[src/rtl/sys_ctrl_cmd_pkg.sv]
// Shared types for the command-frame controller: byte frames, ALU opcodes, command codes, FSM states.
// Pure declarations; no latency or backpressure of its own.
package sys_ctrl_cmd_pkg;

    typedef logic [7:0]  dataframe_t;
    typedef logic [15:0] result_t;

    typedef enum logic [3:0] {
        OP_ADD  = 4'd0,
        OP_SUB  = 4'd1,
        OP_MULT = 4'd2,
        OP_DIV  = 4'd3,
        OP_MOD  = 4'd4,
        OP_AND  = 4'd5,
        OP_OR   = 4'd6,
        OP_XOR  = 4'd7,
        OP_NOT  = 4'd8,
        OP_NAND = 4'd9,
        OP_NOR  = 4'd10,
        OP_XNOR = 4'd11,
        OP_SR   = 4'd12,
        OP_SL   = 4'd13
    } opcode_t;

    localparam dataframe_t CMD_WR      = 8'hAA;
    localparam dataframe_t CMD_RD      = 8'hBB;
    localparam dataframe_t CMD_ALU_OP  = 8'hCC;
    localparam dataframe_t CMD_ALU_NOP = 8'hDD;

    typedef enum logic [3:0] {
        IDLE, WR_ADDR, WR_DATA, RD_ADDR, ALU_A, ALU_B, ALU_OPC, ALU_WAIT, TX_LO, TX_HI
    } ctrl_state_t;

    function automatic logic is_legal_op(dataframe_t d);
        return (d[7:4] == 4'h0) && (d[3:0] <= 4'd13);
    endfunction

endpackage

[src/rtl/sys_ctrl_cmd_if.sv]
// Bundle of the rx byte strobe, ALU request/result and tx valid/ready signals around the controller.
// master = controller side, slave = link/ALU side.
interface sys_ctrl_cmd_if;
    import sys_ctrl_cmd_pkg::*;

    dataframe_t rx_data;
    logic       rx_valid;
    dataframe_t alu_a;
    dataframe_t alu_b;
    opcode_t    alu_op;
    logic       alu_en;
    result_t    alu_result;
    logic       alu_result_valid;
    dataframe_t tx_data;
    logic       tx_valid;
    logic       tx_ready;
    logic       cmd_err;
    logic       busy;

    modport master (
        input  rx_data, rx_valid, alu_result, alu_result_valid, tx_ready,
        output alu_a, alu_b, alu_op, alu_en, tx_data, tx_valid, cmd_err, busy
    );

    modport slave (
        output rx_data, rx_valid, alu_result, alu_result_valid, tx_ready,
        input  alu_a, alu_b, alu_op, alu_en, tx_data, tx_valid, cmd_err, busy
    );

endinterface

[src/rtl/sys_reg_bank.sv]
// Operand/scratch register bank: one write port, combinational read, reg0/reg1 taps.
// Write lands on the next edge, read is same-cycle; no backpressure.
module sys_reg_bank
    import sys_ctrl_cmd_pkg::*;
#(
    parameter int NUM_REGS = 4,
    parameter int AW       = $clog2(NUM_REGS)
) (
    input  logic          clk,
    input  logic          rst_n,
    input  logic          wr_en,
    input  logic [AW-1:0] wr_addr,
    input  dataframe_t    wr_data,
    input  logic [AW-1:0] rd_addr,
    output dataframe_t    rd_data,
    output dataframe_t    reg0,
    output dataframe_t    reg1
);

    dataframe_t regs [NUM_REGS];

    always_ff @(posedge clk or negedge rst_n) begin
        if (!rst_n) begin
            for (int i = 0; i < NUM_REGS; i++) regs[i] <= '0;
        end else if (wr_en) begin
            regs[wr_addr] <= wr_data;
        end
    end

    assign rd_data = regs[rd_addr];
    assign reg0    = regs[0];
    assign reg1    = regs[1];

endmodule

[src/rtl/sys_ctrl_cmd.sv]
// Command-frame sequencer between the serial link, register bank and ALU; one byte consumed per rx_valid.
// alu_en one cycle after the opcode byte; tx_valid held until tx_ready, stray rx bytes while busy are dropped with cmd_err.
module sys_ctrl_cmd
    import sys_ctrl_cmd_pkg::*;
#(
    parameter int NUM_REGS    = 4,
    parameter int ALU_TIMEOUT = 16
) (
    input  logic          clk,
    input  logic          rst_n,
    sys_ctrl_cmd_if.master bus
);

    localparam int AW = $clog2(NUM_REGS);
    localparam int TW = $clog2(ALU_TIMEOUT + 1);

    ctrl_state_t   state;
    logic [AW-1:0] addr_q;
    logic          rd_q;
    dataframe_t    res_hi_q;
    logic [TW-1:0] tmo_cnt;

    dataframe_t    alu_a_q, alu_b_q, tx_data_q;
    opcode_t       alu_op_q;
    logic          alu_en_q, tx_valid_q, cmd_err_q;

    logic          wr_en;
    logic [AW-1:0] wr_addr;
    dataframe_t    rd_data, reg0, reg1;

    always_comb begin
        wr_en   = 1'b0;
        wr_addr = '0;
        if (bus.rx_valid) begin
            case (state)
                WR_DATA: begin wr_en = 1'b1; wr_addr = addr_q;   end
                ALU_A:   begin wr_en = 1'b1; wr_addr = AW'(0);   end
                ALU_B:   begin wr_en = 1'b1; wr_addr = AW'(1);   end
                default: ;
            endcase
        end
    end

    sys_reg_bank #(.NUM_REGS(NUM_REGS), .AW(AW)) u_reg_bank (
        .clk     (clk),
        .rst_n   (rst_n),
        .wr_en   (wr_en),
        .wr_addr (wr_addr),
        .wr_data (bus.rx_data),
        .rd_addr (bus.rx_data[AW-1:0]),
        .rd_data (rd_data),
        .reg0    (reg0),
        .reg1    (reg1)
    );

    always_ff @(posedge clk or negedge rst_n) begin
        if (!rst_n) begin
            state      <= IDLE;
            addr_q     <= '0;
            rd_q       <= 1'b0;
            res_hi_q   <= '0;
            tmo_cnt    <= '0;
            alu_a_q    <= '0;
            alu_b_q    <= '0;
            alu_op_q   <= OP_ADD;
            alu_en_q   <= 1'b0;
            tx_data_q  <= '0;
            tx_valid_q <= 1'b0;
            cmd_err_q  <= 1'b0;
        end else begin
            alu_en_q  <= 1'b0;
            cmd_err_q <= 1'b0;
            case (state)
                IDLE: if (bus.rx_valid) begin
                    case (bus.rx_data)
                        CMD_WR:      state <= WR_ADDR;
                        CMD_RD:      state <= RD_ADDR;
                        CMD_ALU_OP:  state <= ALU_A;
                        CMD_ALU_NOP: state <= ALU_OPC;
                        default:     cmd_err_q <= 1'b1;
                    endcase
                end
                WR_ADDR: if (bus.rx_valid) begin
                    addr_q <= bus.rx_data[AW-1:0];
                    state  <= WR_DATA;
                end
                WR_DATA: if (bus.rx_valid) state <= IDLE;
                RD_ADDR: if (bus.rx_valid) begin
                    tx_data_q  <= rd_data;
                    tx_valid_q <= 1'b1;
                    rd_q       <= 1'b1;
                    state      <= TX_LO;
                end
                ALU_A: if (bus.rx_valid) state <= ALU_B;
                ALU_B: if (bus.rx_valid) state <= ALU_OPC;
                ALU_OPC: if (bus.rx_valid) begin
                    if (is_legal_op(bus.rx_data)) begin
                        alu_a_q  <= reg0;
                        alu_b_q  <= reg1;
                        alu_op_q <= opcode_t'(bus.rx_data[3:0]);
                        alu_en_q <= 1'b1;
                        tmo_cnt  <= '0;
                        rd_q     <= 1'b0;
                        state    <= ALU_WAIT;
                    end else begin
                        cmd_err_q <= 1'b1;
                        state     <= IDLE;
                    end
                end
                ALU_WAIT: begin
                    // A result arriving on the timeout cycle takes priority and suppresses the error.
                    if (bus.alu_result_valid) begin
                        tx_data_q  <= bus.alu_result[7:0];
                        res_hi_q   <= bus.alu_result[15:8];
                        tx_valid_q <= 1'b1;
                        state      <= TX_LO;
                    end else if (tmo_cnt == TW'(ALU_TIMEOUT - 1)) begin
                        tx_data_q  <= 8'hFF;
                        res_hi_q   <= 8'hFF;
                        tx_valid_q <= 1'b1;
                        cmd_err_q  <= 1'b1;
                        state      <= TX_LO;
                    end else begin
                        tmo_cnt <= tmo_cnt + 1'b1;
                    end
                end
                TX_LO: if (tx_valid_q && bus.tx_ready) begin
                    if (rd_q) begin
                        tx_valid_q <= 1'b0;
                        state      <= IDLE;
                    end else begin
                        tx_data_q <= res_hi_q;
                        state     <= TX_HI;
                    end
                end
                TX_HI: if (tx_valid_q && bus.tx_ready) begin
                    tx_valid_q <= 1'b0;
                    state      <= IDLE;
                end
                default: state <= IDLE;
            endcase
            if (bus.rx_valid && (state == ALU_WAIT || state == TX_LO || state == TX_HI))
                cmd_err_q <= 1'b1;
        end
    end

    assign bus.alu_a    = alu_a_q;
    assign bus.alu_b    = alu_b_q;
    assign bus.alu_op   = alu_op_q;
    assign bus.alu_en   = alu_en_q;
    assign bus.tx_data  = tx_data_q;
    assign bus.tx_valid = tx_valid_q;
    assign bus.cmd_err  = cmd_err_q;
    assign bus.busy     = (state != IDLE);

endmodule
[src/flat_wrapper.sv]
// flat-port wrapper written by rule: the top's interface ports become plain ports
module sys_ctrl_cmd_flat import sys_ctrl_cmd_pkg::*;
#(
    parameter int NUM_REGS    = 4,
    parameter int ALU_TIMEOUT = 16
)
  (clk, rst_n, bus_rx_data, bus_rx_valid, bus_alu_result, bus_alu_result_valid, bus_tx_ready, bus_alu_a, bus_alu_b, bus_alu_op, bus_alu_en, bus_tx_data, bus_tx_valid, bus_cmd_err, bus_busy);
  sys_ctrl_cmd_if bus_i ();
  input  logic clk;
  input  logic rst_n;
  input wire logic [$bits(bus_i.rx_data)-1:0] bus_rx_data;
  input wire logic [$bits(bus_i.rx_valid)-1:0] bus_rx_valid;
  input wire logic [$bits(bus_i.alu_result)-1:0] bus_alu_result;
  input wire logic [$bits(bus_i.alu_result_valid)-1:0] bus_alu_result_valid;
  input wire logic [$bits(bus_i.tx_ready)-1:0] bus_tx_ready;
  output wire logic [$bits(bus_i.alu_a)-1:0] bus_alu_a;
  output wire logic [$bits(bus_i.alu_b)-1:0] bus_alu_b;
  output wire logic [$bits(bus_i.alu_op)-1:0] bus_alu_op;
  output wire logic [$bits(bus_i.alu_en)-1:0] bus_alu_en;
  output wire logic [$bits(bus_i.tx_data)-1:0] bus_tx_data;
  output wire logic [$bits(bus_i.tx_valid)-1:0] bus_tx_valid;
  output wire logic [$bits(bus_i.cmd_err)-1:0] bus_cmd_err;
  output wire logic [$bits(bus_i.busy)-1:0] bus_busy;
  assign bus_i.rx_data = bus_rx_data;
  assign bus_i.rx_valid = bus_rx_valid;
  assign bus_i.alu_result = bus_alu_result;
  assign bus_i.alu_result_valid = bus_alu_result_valid;
  assign bus_i.tx_ready = bus_tx_ready;
  assign bus_alu_a = bus_i.alu_a;
  assign bus_alu_b = bus_i.alu_b;
  assign bus_alu_op = bus_i.alu_op;
  assign bus_alu_en = bus_i.alu_en;
  assign bus_tx_data = bus_i.tx_data;
  assign bus_tx_valid = bus_i.tx_valid;
  assign bus_cmd_err = bus_i.cmd_err;
  assign bus_busy = bus_i.busy;
  sys_ctrl_cmd #(.NUM_REGS(NUM_REGS), .ALU_TIMEOUT(ALU_TIMEOUT)) u_core (.clk(clk), .rst_n(rst_n), .bus(bus_i));
endmodule
[config.mk]
export PLATFORM = sky130hd
export DESIGN_NAME = sys_ctrl_cmd_flat
export DESIGN_NICKNAME = d
export VERILOG_FILES = /design/src/rtl/sys_ctrl_cmd_pkg.sv /design/src/rtl/sys_ctrl_cmd_if.sv /design/src/rtl/sys_reg_bank.sv /design/src/rtl/sys_ctrl_cmd.sv /design/src/flat_wrapper.sv
export SDC_FILE = /design/constraint.sdc
export NUM_CORES = 1
export LEC_CHECK = 0
export ABC_AREA = 1
export BUFFER_PORTS_ARGS = -buffer_cell sky130_fd_sc_hd__buf_2
export CORE_ASPECT_RATIO = 1.4
export CORE_MARGIN = 3
export CORE_UTILIZATION = 50
export CTS_CLUSTER_DIAMETER = 30
export DETAILED_ROUTE_END_ITERATION = 16
export PLACE_DENSITY = 0.77
export SLEW_MARGIN = 10
export SYNTH_ARGS = -nofsm -noshare
export SYNTH_HDL_FRONTEND = slang
export SYNTH_HIERARCHICAL = 1
export SYNTH_SLANG_ARGS = --single-unit
[constraint.sdc]
create_clock -name clk -period 3.02 [get_ports clk]
set_input_delay 0.755 -clock clk [delete_from_list [all_inputs] [get_ports clk]]
set_output_delay 0.755 -clock clk [all_outputs]
set_load 0.03 [all_outputs]
* Yosys cells after proc, flatten, opt, wreduce, memory -nomap -nowiden
Cells that the tools add are included.
** Storage, ports and cells
- Word-level logic and storage cells :: 135
- Output and inout bits :: 32
- Bits of input ports :: 29
- Register bits :: 83
** Cells by class
- $add $sub $neg :: 1
- Bitwise gates (word level) :: 2
- Multiplexer cells :: 58
- Reduce and logical (&&, ||, !) cells :: 24
- $lt $le $gt $ge :: 4
- Equal/unequal tests :: 30
** Operator list (count)
- 8-bit 2-to-1 mux :: 9
- 4-bit 2-to-1 mux :: 12
- 4-bit case mux with 10 select lines :: 1
- 32-bit bitwise mux :: 1
- 8-bit == test (second input constant) :: 4
- 8-bit case mux with 3 select lines :: 1
- 1-bit 2-to-1 mux :: 20
- 5-bit 2-to-1 mux :: 4
- 2-bit inequality test (second input constant) :: 10
- 8-bit binary-select mux with 2-bit select :: 1
- 8-bit demux with 2-bit select :: 1
- 4-bit by 3-bit == test with 1-bit output (second input constant) :: 4
- 4-bit case mux with 4 select lines :: 1
- 11-bit AND reduction :: 1
- 5-bit case mux with 2 select lines :: 1
- 5-bit AND reduction :: 2
- 4-bit by 2-bit == test with 1-bit output (second input constant) :: 2
- 4-bit == test (second input constant) :: 2
- 4-bit logical NOT :: 2
- 2-bit by 1-bit inequality test with 1-bit output (second input constant) :: 4
- 4-bit nonzero test :: 2
- 3-bit >= comparator (second input constant) :: 2
- 2-bit NOT with 3-bit output :: 2
- 6-bit AND reduction :: 1
- other kinds (22) :: 29

* Depth between registers and ports, before layout
Gate-level depths: netlist of run 1.
- Depth after elaboration :: 9
- Mapped depth :: 11
- Gate-level depth less buffers :: 11

* Modules after synthesis
The synthesis of run 1 kept the hierarchy.
** Modules (own cells, without submodules)
- sys_ctrl_cmd :: times used 1, area an instance 2631.3 sq um, cells each 351, seq. area each 1276.2 sq um
- sys_reg_bank :: times used 1, area an instance 1905.6 sq um, cells each 251, seq. area each 800.8 sq um

* Least setup slack after synthesis of run 1
No wires, ideal clock.
- Kind :: reg-to-reg
- Start point :: reg u_core.state[3]
- End point :: reg u_core/u_reg_bank/regs[5] (netlist bit)
- Stages on the path, launching flop included :: 10
- Setup time :: 0.117 ns
- Clock period less this slack :: 1.806 ns
- Buffers on the path :: 1
- Arrival time :: 1.688 ns
- Data required time :: 2.903 ns
- Path slack :: 1.214 ns
- Cell sequence :: dfrtp_1 -> inv_2 -> nand2_1 -> nor3_1 -> nand2_1 -> a21oi_1 -> nand3_4 -> buf_6 -> nand2_1 -> o21ai_2
** On the way
- Word-level cells in the longest chain between the ends :: 9
- Elaborated cells between the ends (all ways) :: 15
- Those cells by class :: 2 x order compare; 3 x eq/ne; 7 x mux; 1 x bitwise; 2 x reduce/logical
** RTL lines
- from (decl) :: RTL line sys_ctrl_cmd.sv:17 : ctrl_state_t state;
- from (signal assigned) :: RTL line sys_ctrl_cmd.sv:58 : state <= IDLE;
- from (signal assigned) :: RTL line sys_ctrl_cmd.sv:76 : CMD_WR: state <= WR_ADDR;
- from (signal assigned) :: RTL line sys_ctrl_cmd.sv:77 : CMD_RD: state <= RD_ADDR;
- 4-bit by 3-bit == test with 1-bit output / 4-bit by 2-bit == test with 1-bit output (equally long branches) :: RTL line sys_ctrl_cmd.sv:35 : case (state)
- 2-bit case mux with 2 select lines (*) :: RTL line sys_ctrl_cmd.sv:35
- 2-bit 2-to-1 mux (*) :: RTL line sys_ctrl_cmd.sv:34 : if (bus.rx_valid) begin
- named net u_core.wr_addr[0] :: RTL line sys_ctrl_cmd.sv:28 : logic [AW-1:0] wr_addr;
- 2-bit NOT with 3-bit output (implied by the code) (*) :: RTL line sys_reg_bank.sv:26 : regs[wr_addr] <= wr_data;
- 3-bit >= comparator (implied by the code) / 3-bit by 1-bit less-than comparator with 1-bit output (equally long branches) :: RTL line sys_reg_bank.sv:26
- 1-bit logical AND (implied by the code) :: RTL line sys_reg_bank.sv:26
- 8-bit 2-to-1 mux (implied by the code) :: RTL line sys_reg_bank.sv:26
- 8-bit demux with 2-bit select (*) :: RTL line sys_reg_bank.sv:26
- 32-bit bitwise mux (*) :: RTL line sys_reg_bank.sv:26
- to (signal, indexed assignment) :: RTL line sys_reg_bank.sv:26
- to (decl) :: RTL line sys_reg_bank.sv:20 : dataframe_t regs [NUM_REGS];
The timed path passes the listed nets; every way through them passes the cells marked *.
A chain may end at the register's enable or synchronous reset.

* Worst setup path in the final report of run 1
- Start point :: reg u_core.state[3]
- End point :: out bus_busy
** On the way
- Word-level cells in the longest chain between the ends :: 1
** RTL lines
- 4-bit nonzero test :: RTL line sys_ctrl_cmd.sv:154 : assign bus.busy = (state != IDLE);
- to (decl) :: RTL line flat_wrapper.sv:23 : output wire logic [$bits(bus_i.busy)-1:0] bus_busy;
No other way between the ends.

==> results.tsv, run 1 <==
metric	value	unit
port_buffers	60	
tightest_slew	1.01	ns
cp_slowest_cell	dfrtp_1	
yosys.area.top_type	dfrtp_1	
critPathCaptureType	output port	
yosysSeqAreaShare	0.458	
synth-seq-cells	83	
io_pins	61	
cts_inserted_buffers	9	
use_met1	0.276	
area_growth	11.6	%
maxSlewHeadroom	0.325	
cts_tree	built	
crit_chain	inv_2, nand2_1, nor2_1, inv_1, buf_2	
drv_cap	0	
powerDensity	725	nW/um2
p_comb_frac	0.266	
cts_sinks	83	
antenna_cells	0	
die_x	86.5	um
synth_cell_types	28	
cts.path.max_buffers	2	
clk_pin_slew	0.06	ns
start_kind	flop	
via_per_inst	5.19	
dp_cells	735	
cts-resized-gates	0	
vias	3899	
start_util	0.521	
cp.required	2.26	ns
drtIter0Drc	325	
yosys.area.top_type_share	0.458	
synth.area.top_cells	dfrtp_1 46%, nand2_1 19%, inv_1 4.9%	
synthesis.area	4540	um2
power_frac_seq	0.407	
synthCells	602	
worst-path-max-fanout	6	
htreeDepth	3	
hold_buffers	0	
peakVddDrop	0.433	mV
clkPwrFrac	0.327	
finalNonFillerCells	751	
grtUsageTotal	0.214	
period_share	0.780	
synth_flop_cell	dfrtp_1	
critPathKind	reg -> out	
clk_latency	0.34	ns
finalClockSkew	0.00636	ns
avgSynthCellArea	7.54	um2
overflow	0	
fin_area	5060	um2
synthArstFlopShare	1.00	
synthMostInstantiatedCell	nand2_1	
ys.warnings.count	6	
p_int	0.00239	W
drc	0	
grt_most_used_layer	met2	
rsz0062_at_grt	false	
synth_common_cells	235 x nand2_1, 83 x dfrtp_1, 59 x inv_1	
setup_violations	0	
die_h	119	um
cpPeakStageDelay	0.46	ns
critPathBufInv	3	
power_switching	0.00128	W
gp_congestion	0.904	
grt_pass1_wl	17.4	mm
maxSlewViolCount	0	
grt_pass1_vias	3683	
final_core_util	0.581	
critPathTopFamily	flip-flops	
total_power	0.00367	W
core	8710	um2
min_path_type	reg -> reg	
fin_nets	672	
grt_use_met3	0.0314	
grt_antenna_before_repair	0	
syn_nets	633	
row_count	40	
hpwl	7.32	mm
hold_viol	0	
p_leak	2.78	nW
ant_nets	0	
p_sw_frac	0.349	
fin_crit	2.35	ns
status	completed	
fin_setup_tns	0	ns
post_cts_buffers	0	
totalWireLength	10.2	mm
die_area	10300	um2
dr.pass1.iters	5	
root_buffer	clkbuf_16	
synth_edf_count	0	
wire_per_inst	13.5	um
grtUsageMet2	0.345	
dpl_cell_area	4730	um2
crit_arrival	1.60	ns
drive_gt1_frac	0.180	
clock.fmax	425	MHz
grt_max_degree	84	
-- worst paths after layout --
| path | cells past startpoint | start | slack [ns] | to |
|---|---|---|---|---|
| max in group asynchronous | 1 | rst_n | 1.78 | u_core/u_reg_bank/regs[8] |
| worst min-delay path | 2 | u_core/bus.alu_b[3] | 0.46 | u_core/bus.alu_b[3] |
| min in group asynchronous | 1 | rst_n | 0.58 | u_core/bus.alu_b[0] |
| worst max-delay path | 5 | u_core/state[3] | 0.67 | bus_busy |
| worst max register to register | 10 | u_core/state[3] | 0.70 | u_core/u_reg_bank/reg0[1] |
| worst min register to register | 2 | u_core/bus.alu_b[3] | 0.46 | u_core/bus.alu_b[3] |
-- cell type report --
| cell class | count | area (um2) |
|---|---|---|
| Multi-Input combinational cell | 416 | 1940 |
| Inverter | 66 | 248 |
| Fill cell | 846 | 3650 |
| Clock buffer | 12 | 256 |
| Clock inverter | 4 | 72.6 |
| Timing Repair Buffer | 65 | 340 |
| Sequential cell | 83 | 2080 |
| Tap cell | 105 | 131 |
-- power groups by stage --
| stage | clock network, W | logic, W | registers (W) |
|---|---|---|---|
| after CTS | 0.00123 | 0.000979 | 0.00149 |
| after global routing | 0.00127 | 0.00110 | 0.00152 |
| final | 0.00120 | 0.000976 | 0.00149 |
| after floorplan | 0 | 0.000800 | 0.00158 |
| after detailed placement | 0 | 0.000974 | 0.00151 |
| after global placement | 0 | 0.000946 | 0.00150 |
-- sequential cells by signal, summed over array words and instances, names as in the netlist --
name	cells
u_core/bus.tx_valid	1
u_core/rd_q	1
u_core/bus.alu_b	8
u_core/bus.alu_a	8
u_core/res_hi_q	8
u_core/u_reg_bank/reg1	8
u_core/addr_q	2
u_core/bus.cmd_err	1
u_core/bus.alu_en	1
u_core/u_reg_bank/reg0	8
u_core/state	4
u_core/tmo_cnt	5
u_core/bus.alu_op	4
u_core/bus.tx_data	8
u_core/u_reg_bank/regs	16
-- routing by layer --
metal  part of all wire  vias to the layer above
met1               0.43                     1779
met4              0.027                        0
met2               0.49                      145
met5                  0                        -
met3              0.053                       21
li1                   -                     1954
-- cell families (layout without fill, tap and decap cells) --
group,after synthesis,in the layout,synth area share
flip-flops,83,83,0.458
XOR/XNOR,1,1,0.00193
AO/OA/AOI/OAI,61,61,0.0786
buffers and inverters,103,147,0.116
adder cells (fa/ha/maj),2,2,0.00551
AND/OR/NAND/NOR,352,352,0.340
-- placed cells by master, fill, tap and decap left out, types with 7 or more instances in the layout --
cell type and n:
nand2_1 235, dfrtp_1 83, buf_2 59, inv_1 59
nor2_1 39, nand3_1 39, o21ai_0 25, a21oi_1 21
nand4_1 20, o21ai_2 13, clkbuf_16 9, inv_2 7
-- worst register-to-register path, stage by stage (launching register included) --
cell	delay (ns)
dfrtp_1	0.46
inv_2	0.13
nand2_1	0.11
nor3_1	0.29
nand2_1	0.09
nor2_1	0.54
buf_4	0.31
nor2_8	0.07
nand2_4	0.11
nand2_1	0.08
nand2_1	0.07
-- metrics by stage --
stage | hold slack (ns) | setup slack [ns]
2_1_floorplan | 0.442 | 1.21
3_3_place_gp | 0.449 | 0.766
3_5_place_dp | 0.453 | 0.738
4_1_cts | 0.468 | 0.664
5_1_grt | 0.492 | 0.438
6_report | 0.461 | 0.666
(Power assumes the default switching activity.)
==> run 2: changes to the inputs <==
--- a/config.mk
+++ b/config.mk
@@ -5,7 +5,7 @@
 export SDC_FILE = /design/constraint.sdc
 export NUM_CORES = 1
 export LEC_CHECK = 0
-export ABC_AREA = 1
+export ABC_AREA = 0
 export BUFFER_PORTS_ARGS = -buffer_cell sky130_fd_sc_hd__buf_2
 export CORE_ASPECT_RATIO = 1.4
 export CORE_MARGIN = 3
==> constraint.sdc (replaced) <==
create_clock -name clk -period 2.2 [get_ports clk]
set_input_delay 0.55 -clock clk [delete_from_list [all_inputs] [get_ports clk]]
set_output_delay 0.55 -clock clk [all_outputs]
set_load 0.03 [all_outputs]
==> run 2 against run 1 <==
Compared with the run above: synthesized area decreased by 9.8%; synthesized cell count fell by 48%; clock power decreased by 18%; critical endpoint is now u_core/tmo_cnt[4].
==> results.tsv, run 2 <==
metric	value	unit
status	completed	
overflow	0	
root_buffer	clkbuf_8	
maxSlewHeadroom	0.650	
setup_ws	0.0978	ns
cp.required	2.48	ns
yosysSeqAreaShare	0.507	
antenna_cells	0	
grt_pass1_wl	14.5	mm
p_int	0.00201	W
critPathCaptureType	flop	
cts_inserted_buffers	9	
yosys.area.top_type	dfrtp_1	
worst-path-max-fanout	7	
critPathTopFamily	simple AND/OR/NAND/NOR gates	
ant_nets	0	
vias	2761	
synthMostInstantiatedCell	dfrtp_1	
ys.warnings.count	6	
fin_area	4720	um2
rrSetupSlack	0.1	ns
fin_nets	408	
synth_cell_types	55	
core	7850	um2
synth_flop_cell	dfrtp_1	
power_switching	0.000670	W
critPathKind	reg -> reg	
place_ws	0.0206	ns
drive_gt1_frac	0.510	
synthArstFlopShare	1.00	
crit_arrival	2.38	ns
start_util	0.522	
p_sw_frac	0.250	
cts.path.max_buffers	2	
synth_common_cells	83 x dfrtp_1, 65 x mux2_2, 18 x buf_4	
io_pins	61	
fin_crit	2.10	ns
cts_tree	built	
htreeDepth	3	
clk_pin_slew	0.08	ns
die_area	9320	um2
crit_chain	ha_1, and3_1, ha_2, or2_2, or2_4, buf_4, and2_4, o31ai_2	
synthesis.area	4090	um2
drc	0	
top_register	u_core/u_reg_bank/regs	
min_path_type	in -> async	
grt_pass1_vias	2859	
setup_violations	0	
cp_slowest_cell	dfrtp_1	
power_frac_seq	0.578	
clk_latency	0.36	ns
gp_congestion	0.850	
p_leak	2.37	nW
maxSlewViolCount	0	
synthCells	314	
port_buffers	60	
dpl_cell_area	4490	um2
avgSynthCellArea	13.0	um2
fillers	626	
synth.area.top_cells	dfrtp_1 51%, mux2_2 18%, mux4_2 4.4%	
synth_edf_count	0	
syn_nets	345	
via_per_inst	5.73	
synth-seq-cells	83	
yosys.area.top_type_share	0.507	
peakVddDrop	0.316	mV
grt_antenna_before_repair	0	
finalClockSkew	0.00675	ns
final_cell_mix	79 x dfrtp_1, 65 x mux2_2, 59 x buf_2, 21 x buf_4, 14 x inv_1	
die_h	113	um
powerDensity	568	nW/um2
critPathBufInv	1	
cts_sinks	83	
p_comb_frac	0.053	
row_count	38	
wire_per_inst	18.2	um
largest_register_ffs	16	
dr.pass1.iters	4	
hold_buffers	0	
grt_max_degree	67	
clock.fmax	476	MHz
cpPeakStageDelay	0.41	ns
start_kind	flop	
die_x	82.5	um
clkPwrFrac	0.369	
drtIter0Drc	166	
hold_viol	0	
fin_setup_tns	0	ns
hpwl	6.47	mm
rsz0062_at_grt	false	
period_share	0.956	
grtUsageTotal	0.207	
drv_cap	0	
tightest_slew	0.524	ns
totalWireLength	8.79	mm
area_growth	15.4	%
final_common_cell	dfrtp_1	
## run 2: cell count changes after synthesis, moves of 12 or more
| cell | change |
|---|---|
| nand2_1 | -226 |
| mux2_2 | +65 |
| nand4_1 | -17 |
| nor2_1 | -30 |
| o21ai_0 | -23 |
| o21ai_2 | -12 |
| nand3_1 | -33 |
| inv_1 | -45 |
## run 2: final cells by class
type                            count  area (um2)  share of cell area
Clock buffer                        9         124              0.0262
Clock inverter                      7        51.3              0.0109
Inverter                           14        52.6              0.0111
Multi-Input combinational cell    187        1800               0.380
Sequential cell                    83        2080               0.441
Tap cell                          100         125              0.0265
Timing Repair Buffer               82         493               0.104
## run 2: power groups by stage
stage	logic, W	registers (W)	clock network [W]
6_report	0.000142	0.00155	0.000989
5_1_grt	0.000159	0.00155	0.00107
4_1_cts	0.000145	0.00155	0.00101
3_5_place_dp	0.000145	0.00158	0
3_3_place_gp	0.000139	0.00158	0
2_1_floorplan	0.0000638	0.00158	0
## run 2: cells by family (layout without fill, tap and decap cells)
kind of cell	after synthesis	in the layout	synth area share
adder cells (fa/ha/maj)	2	2	0.00611
AO/OA/AOI/OAI	51	51	0.0954
multiplexers	74	74	0.225
XOR/XNOR	2	2	0.00428
flip-flops	83	83	0.507
buffers and inverters	44	112	0.0587
AND/OR/NAND/NOR	58	58	0.103
## run 2: metrics by stage
step / cells / hold slack (ns) / util / power [W]
after floorplan: 314 / 0.254 / - / 0.00164
after global placement: 462 / 0.430 / 0.573 / 0.00172
after detailed placement: 462 / 0.438 / 0.573 / 0.00173
after CTS: 478 / 0.0392 / 0.595 / 0.00271
after global routing: 482 / 0.0517 / 0.602 / 0.00278
final: 482 / 0.0478 / 0.602 / 0.00268
## run 2: routing by layer
| layer | track usage | vias up | routed length [um] |
|---|---|---|---|
| met3 | 0.0295 | 17 | 363 |
| li1 | - | 1280 | - |
| met1 | 0.270 | 1394 | 3680 |
| met5 | 0 | - | 0 |
| met4 | 0.103 | 0 | 209 |
| met2 | 0.332 | 70 | 4540 |
## run 2: path summary, 6_finish.rpt
check                                          end  cells after the start               start
worst max register to register   u_core/tmo_cnt[4]                      8   u_core/tmo_cnt[1]
worst min-delay path            u_core/res_hi_q[2]                      1               rst_n
worst min register to register  u_core/res_hi_q[5]                      1  u_core/res_hi_q[5]
min in group clk                u_core/res_hi_q[5]                      2  bus_alu_result[13]
worst max-delay path             u_core/tmo_cnt[4]                      8   u_core/tmo_cnt[1]
max in group asynchronous          u_core/state[0]                      2               rst_n
## run 2: timing repair
action                                  in CTS  in global routing
setup buffers                                0                  4
pin swaps                                    0                  1
endpoints found under the setup margin       1                 29
resized for setup                            1                  8
